[src/rtl/inst_fetcher_pkg.sv]
// Shared fetch-stage types and constants: address/instruction words and FSM encoding.
package inst_fetcher_pkg;

    localparam int unsigned ADDR_W   = 32;
    localparam int unsigned INST_W   = 32;
    localparam int unsigned STATUS_W = 1;

    typedef logic [ADDR_W-1:0] addr_t;
    typedef logic [INST_W-1:0] inst_t;

    localparam logic  TRUE       = 1'b1;
    localparam logic  FALSE      = 1'b0;
    localparam inst_t ZERO_WORD  = '0;
    localparam addr_t ZERO_ADDR  = '0;
    localparam addr_t INST_BYTES = 32'd4;

    typedef enum logic [STATUS_W-1:0] {
        IDLE     = 1'b0,
        WAIT_MEM = 1'b1
    } status_t;

endpackage

[src/rtl/inst_fetcher_icache.sv]
// Direct-mapped instruction cache, one word per line; combinational lookup, registered fill.
module inst_fetcher_icache
    import inst_fetcher_pkg::*;
#(
    parameter int unsigned INDEX_BITS = 6,
    parameter int unsigned TAG_W      = 24
) (
    input  logic                  clk,
    input  logic                  rst,
    input  logic [INDEX_BITS-1:0] lookup_index,
    input  logic [TAG_W-1:0]      lookup_tag,
    output logic                  lookup_hit_c,
    output inst_t                 lookup_data_c,
    input  logic                  fill_en,
    input  logic [INDEX_BITS-1:0] fill_index,
    input  logic [TAG_W-1:0]      fill_tag,
    input  inst_t                 fill_data
);

    localparam int unsigned LINES = 1 << INDEX_BITS;

    logic [LINES-1:0] valid;
    logic [TAG_W-1:0] tags [LINES];
    inst_t            data [LINES];

    // Only valid bits need reset; tag/data are qualified by valid.
    always_ff @(posedge clk) begin
        if (rst) begin
            valid <= '0;
        end else if (fill_en) begin
            valid[fill_index] <= TRUE;
        end
    end

    always_ff @(posedge clk) begin
        if (fill_en) begin
            tags[fill_index] <= fill_tag;
            data[fill_index] <= fill_data;
        end
    end

    assign lookup_hit_c  = valid[lookup_index] && (tags[lookup_index] == lookup_tag);
    assign lookup_data_c = data[lookup_index];

endmodule

[src/rtl/inst_fetcher.sv]
// Instruction fetch stage: serves hits from the icache, issues one outstanding miss to memory.
module inst_fetcher
    import inst_fetcher_pkg::*;
#(
    parameter int unsigned ICACHE_INDEX_BITS = 6,
    parameter logic [31:0] RESET_PC          = 32'h0
) (
    input  logic        clk,
    input  logic        rst,
    input  logic        rdy,
    output logic        start_query_signal,
    output logic [31:0] pc_to_mem,
    input  logic        finish_query_signal,
    input  logic [31:0] inst_from_mem,
    input  logic        stall_from_queue,
    input  logic        rollback_flag,
    input  logic [31:0] rollback_pc,
    output logic        inst_valid_to_queue,
    output logic [31:0] inst_to_queue,
    output logic [31:0] inst_pc_to_queue
);

    localparam int unsigned TAG_LSB = ICACHE_INDEX_BITS + 2;
    localparam int unsigned TAG_W   = ADDR_W - TAG_LSB;

    status_t state, state_next;
    addr_t   pc, pc_next, pc_to_mem_next, inst_pc_next;
    inst_t   inst_next;
    logic    start_next, valid_next;

    logic    hit_c;
    inst_t   hit_data_c;
    logic    fill_en_c;

    assign fill_en_c = rdy && (state == WAIT_MEM) && finish_query_signal;

    inst_fetcher_icache #(
        .INDEX_BITS(ICACHE_INDEX_BITS),
        .TAG_W     (TAG_W)
    ) u_icache (
        .clk          (clk),
        .rst          (rst),
        .lookup_index (pc[TAG_LSB-1:2]),
        .lookup_tag   (pc[ADDR_W-1:TAG_LSB]),
        .lookup_hit_c (hit_c),
        .lookup_data_c(hit_data_c),
        .fill_en      (fill_en_c),
        .fill_index   (pc_to_mem[TAG_LSB-1:2]),
        .fill_tag     (pc_to_mem[ADDR_W-1:TAG_LSB]),
        .fill_data    (inst_from_mem)
    );

    always_ff @(posedge clk) begin
        if (rst) begin
            state <= IDLE;
        end else begin
            state <= state_next;
        end
    end

    // A request stays outstanding until finish, even across redirects.
    always_comb begin
        state_next = state;
        if (rdy) begin
            case (state)
                IDLE:     if (!rollback_flag && !stall_from_queue && !hit_c) state_next = WAIT_MEM;
                WAIT_MEM: if (finish_query_signal) state_next = IDLE;
                default:  state_next = IDLE;
            endcase
        end
    end

    // Pulses default low; everything else holds unless the FSM updates it.
    always_comb begin
        pc_next        = pc;
        pc_to_mem_next = pc_to_mem;
        inst_next      = inst_to_queue;
        inst_pc_next   = inst_pc_to_queue;
        start_next     = FALSE;
        valid_next     = FALSE;
        if (rdy) begin
            case (state)
                IDLE: begin
                    if (rollback_flag) begin
                        pc_next = rollback_pc;
                    end else if (!stall_from_queue) begin
                        if (hit_c) begin
                            valid_next   = TRUE;
                            inst_next    = hit_data_c;
                            inst_pc_next = pc;
                            pc_next      = pc + INST_BYTES;
                        end else begin
                            start_next     = TRUE;
                            pc_to_mem_next = pc;
                        end
                    end
                end
                WAIT_MEM: begin
                    if (rollback_flag) pc_next = rollback_pc;
                end
                default: ;
            endcase
        end
    end

    always_ff @(posedge clk) begin
        if (rst) begin
            pc                  <= RESET_PC;
            pc_to_mem           <= ZERO_ADDR;
            inst_to_queue       <= ZERO_WORD;
            inst_pc_to_queue    <= ZERO_ADDR;
            start_query_signal  <= FALSE;
            inst_valid_to_queue <= FALSE;
        end else begin
            pc                  <= pc_next;
            pc_to_mem           <= pc_to_mem_next;
            inst_to_queue       <= inst_next;
            inst_pc_to_queue    <= inst_pc_next;
            start_query_signal  <= start_next;
            inst_valid_to_queue <= valid_next;
        end
    end

endmodule

[config.mk]
export PLATFORM = sky130hd
export DESIGN_NAME = inst_fetcher
export DESIGN_NICKNAME = d
export VERILOG_FILES = /design/src/rtl/inst_fetcher_pkg.sv /design/src/rtl/inst_fetcher_icache.sv /design/src/rtl/inst_fetcher.sv
export SDC_FILE = /design/constraint.sdc
export NUM_CORES = 2
export LEC_CHECK = 0
export CAP_MARGIN = 20
export CORE_MARGIN = 2
export CORE_UTILIZATION = 54
export CTS_CLUSTER_SIZE = 25
export DETAILED_ROUTE_END_ITERATION = 12
export PLACE_DENSITY = 0.7
export SETUP_SLACK_MARGIN = 0.15
export SYNTH_ARGS = -nofsm -noshare
export SYNTH_HDL_FRONTEND = slang
export SYNTH_HIERARCHICAL = 1
export SYNTH_SLANG_ARGS = --single-unit
[constraint.sdc]
create_clock -name clk -period 5.3 [get_ports clk]
set_input_delay 1.06 -clock clk [delete_from_list [all_inputs] [get_ports clk]]
set_output_delay 1.06 -clock clk [all_outputs]
set_load 0.01 [all_outputs]
======== After elaboration in Yosys (flattened, before gate mapping) ========
Memory sizes are Yosys's and may differ from the RTL's. A register that Yosys moved wholly into a read port is not among the register bits.
Cells that the tools add are included.
storage, ports and cells
  flip-flop bits (word level) ............. 163
  output and inout port bits .............. 98
  memories kept ........................... 2
  bits of input ports ..................... 70
  RAM bits ................................ 3584
operators by class
  equality and inequality tests ........... 4
  add/sub/neg operators ................... 1
  bitwise operators ....................... 6
  order comparisons ....................... 3
  mux-type cells .......................... 18
  reduce and logical (&&, ||, !) cells .... 13
memory list
  name           depth  width  rd ports  clocked after memory_dff  write ports  line                       RTL
  u_icache.data  64     32     1         1                         1            inst_fetcher_icache.sv:24  inst_t data [LINES];
  u_icache.tags  64     24     1         1                         1            inst_fetcher_icache.sv:23  logic [TAG_W-1:0] tags [LINES];
operator list
  kind                                                         number
  two-way mux 32 bit                                           4
  bitwise OR 64 bit                                            1
  one-hot mux 32 bit (2 select lines)                          1
  adder 32 x 3 -> 32 bit (second input constant)               1
  equality test 24 bit                                         1
  less-than comparator 6 x 7 -> 1 bit (second input constant)  2
  two-way mux 6 bit                                            2
  AND reduction 5 bit                                          2
  two-way mux 1 bit                                            8
  binary-select mux 1 bit (select 6 bit)                       1
  demux 1 bit (select 6 bit)                                   1
  >= comparator 6 x 1 -> 1 bit (second input constant)         1
  logical AND 1 bit                                            6
  inequality test 3 bit (second input constant)                2
  inverter 1 bit                                               5
  OR reduction 5 bit                                           1
  AND reduction 4 bit                                          1
  zero test 1 bit                                              3
  inequality test 2 bit (second input constant)                1
  one-hot mux 1 bit (2 select lines)                           1

======== Longest topological paths before layout ========
  depth in word-level cells ............... 9
  depth in mapped cells ................... 23
  gate-level depth less buffers ........... 14

======== Modules after synthesis ========
The synthesis kept the hierarchy.
modules (own cells, without submodules)
  module               times used  cells an instance  area each (um2)
  inst_fetcher_icache  1           5868               139206.0
  inst_fetcher         1           712                5544.1

======== Least setup slack after synthesis ========
OpenSTA, ideal clock, no wires.
  path type ............................... input port to flip-flop
  start point ............................. in rdy
  end point ............................... mem u_icache/data[29][0] (netlist bit), enable pin
  path slack .............................. 0.365 ns
  stages .................................. 5
  required time ........................... 4.828 ns
  arrival time ............................ 4.463 ns
  buffers on the path ..................... 1
  cell sequence ........................... clkbuf_1 > and3_1 > nor2b_1 > nand3_1 > nor2_1
between the ends
  longest elaborated chain between the ends .. 4
RTL lines
  what                                     line                       RTL
  from (decl)                              inst_fetcher.sv:10         input logic rdy,
  logical AND 1 bit (2 in series)          inst_fetcher.sv:35         assign fill_en_c = rdy && (state == WAIT_MEM) && finish_query_signal;
  via fill_en_c                            inst_fetcher.sv:33         logic fill_en_c;
  two-way mux 1 bit                        inst_fetcher_icache.sv:36  if (fill_en) begin
  two-way mux 1 bit (implied by the code)  inst_fetcher_icache.sv:38  data[fill_index] <= fill_data;
  to (decl)                                inst_fetcher_icache.sv:24
The timed path passes the listed nets, and every way through them passes these cells.

======== Final worst setup path ========
  start point ............................. reg pc[4]
  end point ............................... reg pc[5]
between the ends
  longest elaborated chain between the ends .. 5
  elaborated cells between the ends (all ways) .. 10
RTL lines
  what                                     line                       RTL
  from (decl)                              inst_fetcher.sv:27         addr_t pc, pc_next, pc_to_mem_next, inst_pc_next;
  from (signal assigned)                   inst_fetcher.sv:115        pc <= pc_next;
  binary-select mux 1 bit (select 6 bit)   inst_fetcher_icache.sv:42  assign lookup_hit_c = valid[lookup_index] && (tags[lookup_index] == lookup_tag);
  two-way mux 1 bit (implied by the code)  inst_fetcher_icache.sv:42
  logical AND 1 bit                        inst_fetcher_icache.sv:42
  via hit_c                                inst_fetcher.sv:31         logic hit_c;
  inequality test 3 bit (no source line)   -
  AND reduction 4 bit (no source line)     -
The timed path passes the listed nets, and every way through them passes these cells. The select of a mux whose other input is x is not followed.
A chain may end at the register's enable or synchronous reset.

==> impl_metrics.py <==
metrics = {
    "worst_setup_path": {
        "required_ps": 6140,
        "worstSetupPathType": "reg2reg",
        "crit_end": "pc[5]",
        "cpMaxStageDelayCell": "dfxtp_4",
        "crit_path_max_fanout": 30,
        "endpoint_kind": "register",
        "worst-path-buf-inv": 3,
        "rrSetupSlack_ps": 150,
        "path_depth": 16,
        "r2r_start": "pc[4]",
        "cp_common_cell": "buf_4",
        "r2r_end": "pc[5]",
        "slowest_delay_ps": 760,
        "arrival_ps": 5990,
        "start_kind": "register",
        "crit_path_cell_trace": "buf_4, mux4_2, mux2i_1, mux2_2, o31ai_1, o2111ai_1, xor2_1, nand4_1, nor4_2, and4_1, nor3b_4, buf_4, o21a_2, buf_4, nand2_1, a21oi_4",
        "rr_worst_depth": 16,
        "crit_family": "simple AND/OR/NAND/NOR gates",
        "critPathLaunch": "pc[4]",
    },
    "synthesis": {
        "ys_top_cells_by_area": "edfxtp_1 74%, mux4_2 16%, dfxtp_1 2.7%",
        "synth_top_area_cell": "edfxtp_1",
        "netlist_instances": 6580,
        "yosys_register_bits": 3779,
        "synth.top_cell.area_share_pct": 74.4,
        "async_flop_share_pct": 0,
        "synth_top_family_by_area": "multiplexers",
        "synth_area_per_cell_um2": 22.0,
        "synth_ff_type": "edfxtp_1",
        "synthSimpleGateAreaFrac_pct": 2.31,
        "synth-xor-area-share_pct": 0.133,
        "synth_edf_count": 3584,
        "yosys_warnings": 6,
        "muxShareOfSynthArea_pct": 16.9,
        "synth_cell_type_count": 92,
        "syn_area_mm2": 0.145,
        "synthAdderAreaFrac_pct": 0.00864,
        "seq_area_frac_synth_pct": 77.0,
        "synthesis.nets": 6651,
        "synth-compound-area-share_pct": 2.12,
    },
    "routing": {
        "drt_first_pass_iters": 6,
        "vias_per_cell": 6.92,
        "num_vias": 76408,
        "detailedRoute.firstIterationViolations": 12645,
        "drtAntennaViolNets": 0,
        "drcViolationCount": 0,
        "wl_per_cell_um": 38.5,
        "wl_um": 425000,
    },
    "sta": {
        "slew_viol_final": 0,
        "period_share_pct": 97.2,
        "skew_ps": 74.8,
        "fin_setup_tns_ps": 0,
        "worst_slew_pin_slew_ps": 1260,
        "max_freq_ghz": 0.194,
        "finalCriticalPeriod_ps": 5150,
        "setup_violations": 0,
        "finalHoldViolations": 0,
        "relSlewSlack_pct": 16.1,
        "fin_hold_ws_ps": 309,
        "rsz0062_at_grt": "no",
    },
    "place": {
        "gp_congestion": 0.901,
        "dp_hpwl_um": 228000,
        "io_buffers": 167,
    },
    "global_routing": {
        "grt_use_total_pct": 31.1,
        "grt_max_degree": 125,
        "grt_pass1_vias": 73809,
        "overflow": 0,
        "antenna_found_initial": 18,
        "grt_pass1_wl_um": 585000,
    },
    "floorplanning": {
        "start_util_pct": 54.2,
        "boundaryPins": 168,
        "die_area_mm2": 0.272,
        "rows": 190,
        "die_w_um": 522,
        "die_h_um": 522,
        "core_area_mm2": 0.267,
    },
    "power_and_ir_drop": {
        "p_leak_uw": 0.0494,
        "p_per_area_mw_per_mm2": 367,
        "ir_drop_v": 0.000444,
    },
    "clocking": {
        "cts_tree": "yes",
        "numClockSinks": 3779,
        "clkTransAtPathRegs_ps": 60,
        "clk_path_buf_depth": 4,
        "numCtsBuffers": 376,
        "cts_root_buf": "clkbuf_16",
        "clk_latency_ps": 1000,
        "hold_buffers": 0,
        "htreeDepth": 5,
    },
    "status": {
        "status": "complete, no violations",
    },
    "layout": {
        "nNetsFinal": 7264,
        "utilization_pct": 62.4,
        "layout_commonest_cell": "edfxtp_1",
        "drive_above_1_share_pct": 29.0,
        "area_growth_syn_to_layout_pct": 15.1,
        "final_cell_mix": "3584 x edfxtp_1, 1016 x mux4_2, 378 x clkbuf_16",
    },
    "worst_hold_path": {
        "min_path_type": "in2reg",
    },
    "job": {
        "cap_violations": 0,
    },
}
-- Yosys cell counts (6+ instances only) --
master and count:
edfxtp_1 3584, mux4_2 1016, nand2_1 319, nor2_1 240, dfxtp_1 195, a21oi_1 165, clkbuf_1 152, mux2i_1 140
buf_2 120, o21ai_0 47, nand3_1 39, o22ai_1 39, a22oi_1 36, buf_6 36, o221ai_1 31, buf_4 30
nor3_1 29, buf_1 26, nor2b_1 22, mux2_2 20, a31oi_1 18, a221oi_1 17, a211oi_1 16, nand2b_1 14
nand4_1 14, xnor2_1 13, a32oi_1 12, and2_1 11, nor4_1 11, xor2_1 9, o31ai_1 8, a22o_1 7
o211ai_1 7, or3_1 7, and4_1 6, o21a_1 6
-- cells by family after synthesis --
logic type               Yosys count
adder cells (fa/ha/maj)            1
AND/OR/NAND/NOR                  754
AO/OA/AOI/OAI                    466
XOR/XNOR                          22
flip-flops                      3779
multiplexers                    1177
buffers and inverters            381
-- power by group --
part | switching (µW) | leakage (µW) | internal [µW]
logic | 1500 | 0.0111 | 1170
registers | 62.9 | 0.0325 | 32500
clock network | 11000 | 0.00582 | 14800
total | 12600 | 0.0494 | 48500
-- layer usage --
metal  vias to the layer above  part of all wire, %  GRT usage [%]
met5                         -                0.016              0
met4                         4                  4.6           12.4
met3                      1043                   13           7.70
met2                      6050                   47           47.8
met1                     40434                   36           43.4
li1                      28877                    -              -
-- metrics by stage --
stage / setup slack, ps / total power (µW) / std cells / cell area, µm²
2_1_floorplan: 365 / 34800 / 6580 / 145000
3_3_place_gp: -618 / 35700 / 10338 / 154000
3_5_place_dp: -519 / 35800 / 10340 / 154000
4_1_cts: 160 / 61200 / 11017 / 166000
5_1_grt: 169 / 62600 / 11037 / 167000
6_report: 150 / 61100 / 11043 / 167000
-- registers in the layout, indices dropped and copies added, names as in the netlist --
| name | count |
|---|---|
| pc | 32 |
| u_icache/data | 2048 |
| inst_pc_to_queue | 32 |
| inst_valid_to_queue | 1 |
| u_icache/valid | 64 |
| u_icache/tags | 1536 |
| start_query_signal | 1 |
| inst_to_queue | 32 |
| pc_to_mem | 32 |
| state | 1 |
-- final cells by class --
cell class | count | area (µm²)
sequential | 3779 | 112000
fill | 17618 | 101000
multi-input combinational | 2420 | 31800
clock buffer | 464 | 9980
timing repair buffer | 608 | 6930
tap | 3552 | 4440
clock inverter | 202 | 1860
inverter | 8 | 40.0
antenna | 10 | 25.0
-- timing repair --
item / 4_1_cts / 5_1_grt
endpoints found under the setup margin: 35 / 71
buffers inserted: 8 / 1
cloned: 3 / 1
gates resized for setup: 11 / 14
pin swaps: 2 / 3
-- worst min path at each step --
stage                               from  cells past startpoint                     to  slack [ps]
global route           inst_from_mem[22]                      1  u_icache/data[38][22]         280
finish                 inst_from_mem[22]                      1  u_icache/data[55][22]         310
global placement    inst_pc_to_queue[17]                      2   inst_pc_to_queue[17]         440
detailed placement  inst_pc_to_queue[26]                      2   inst_pc_to_queue[26]         450
floorplan             u_icache/valid[10]                      2     u_icache/valid[10]         430
CTS                 inst_pc_to_queue[26]                      2   inst_pc_to_queue[26]         450
-- worst reg2reg max path, stage by stage (launching register included) --
cell and delay, ps:
dfxtp_4 760, buf_4 650, mux4_2 340, mux2i_1 70, mux2_2 290, o31ai_1 70, o2111ai_1 250, xor2_1 370
nand4_1 240, nor4_2 400, and4_1 380, nor3b_4 260, buf_4 150, o21a_2 190, buf_4 140, nand2_1 80
a21oi_4 370
Power figures use the tool's default switching activity.
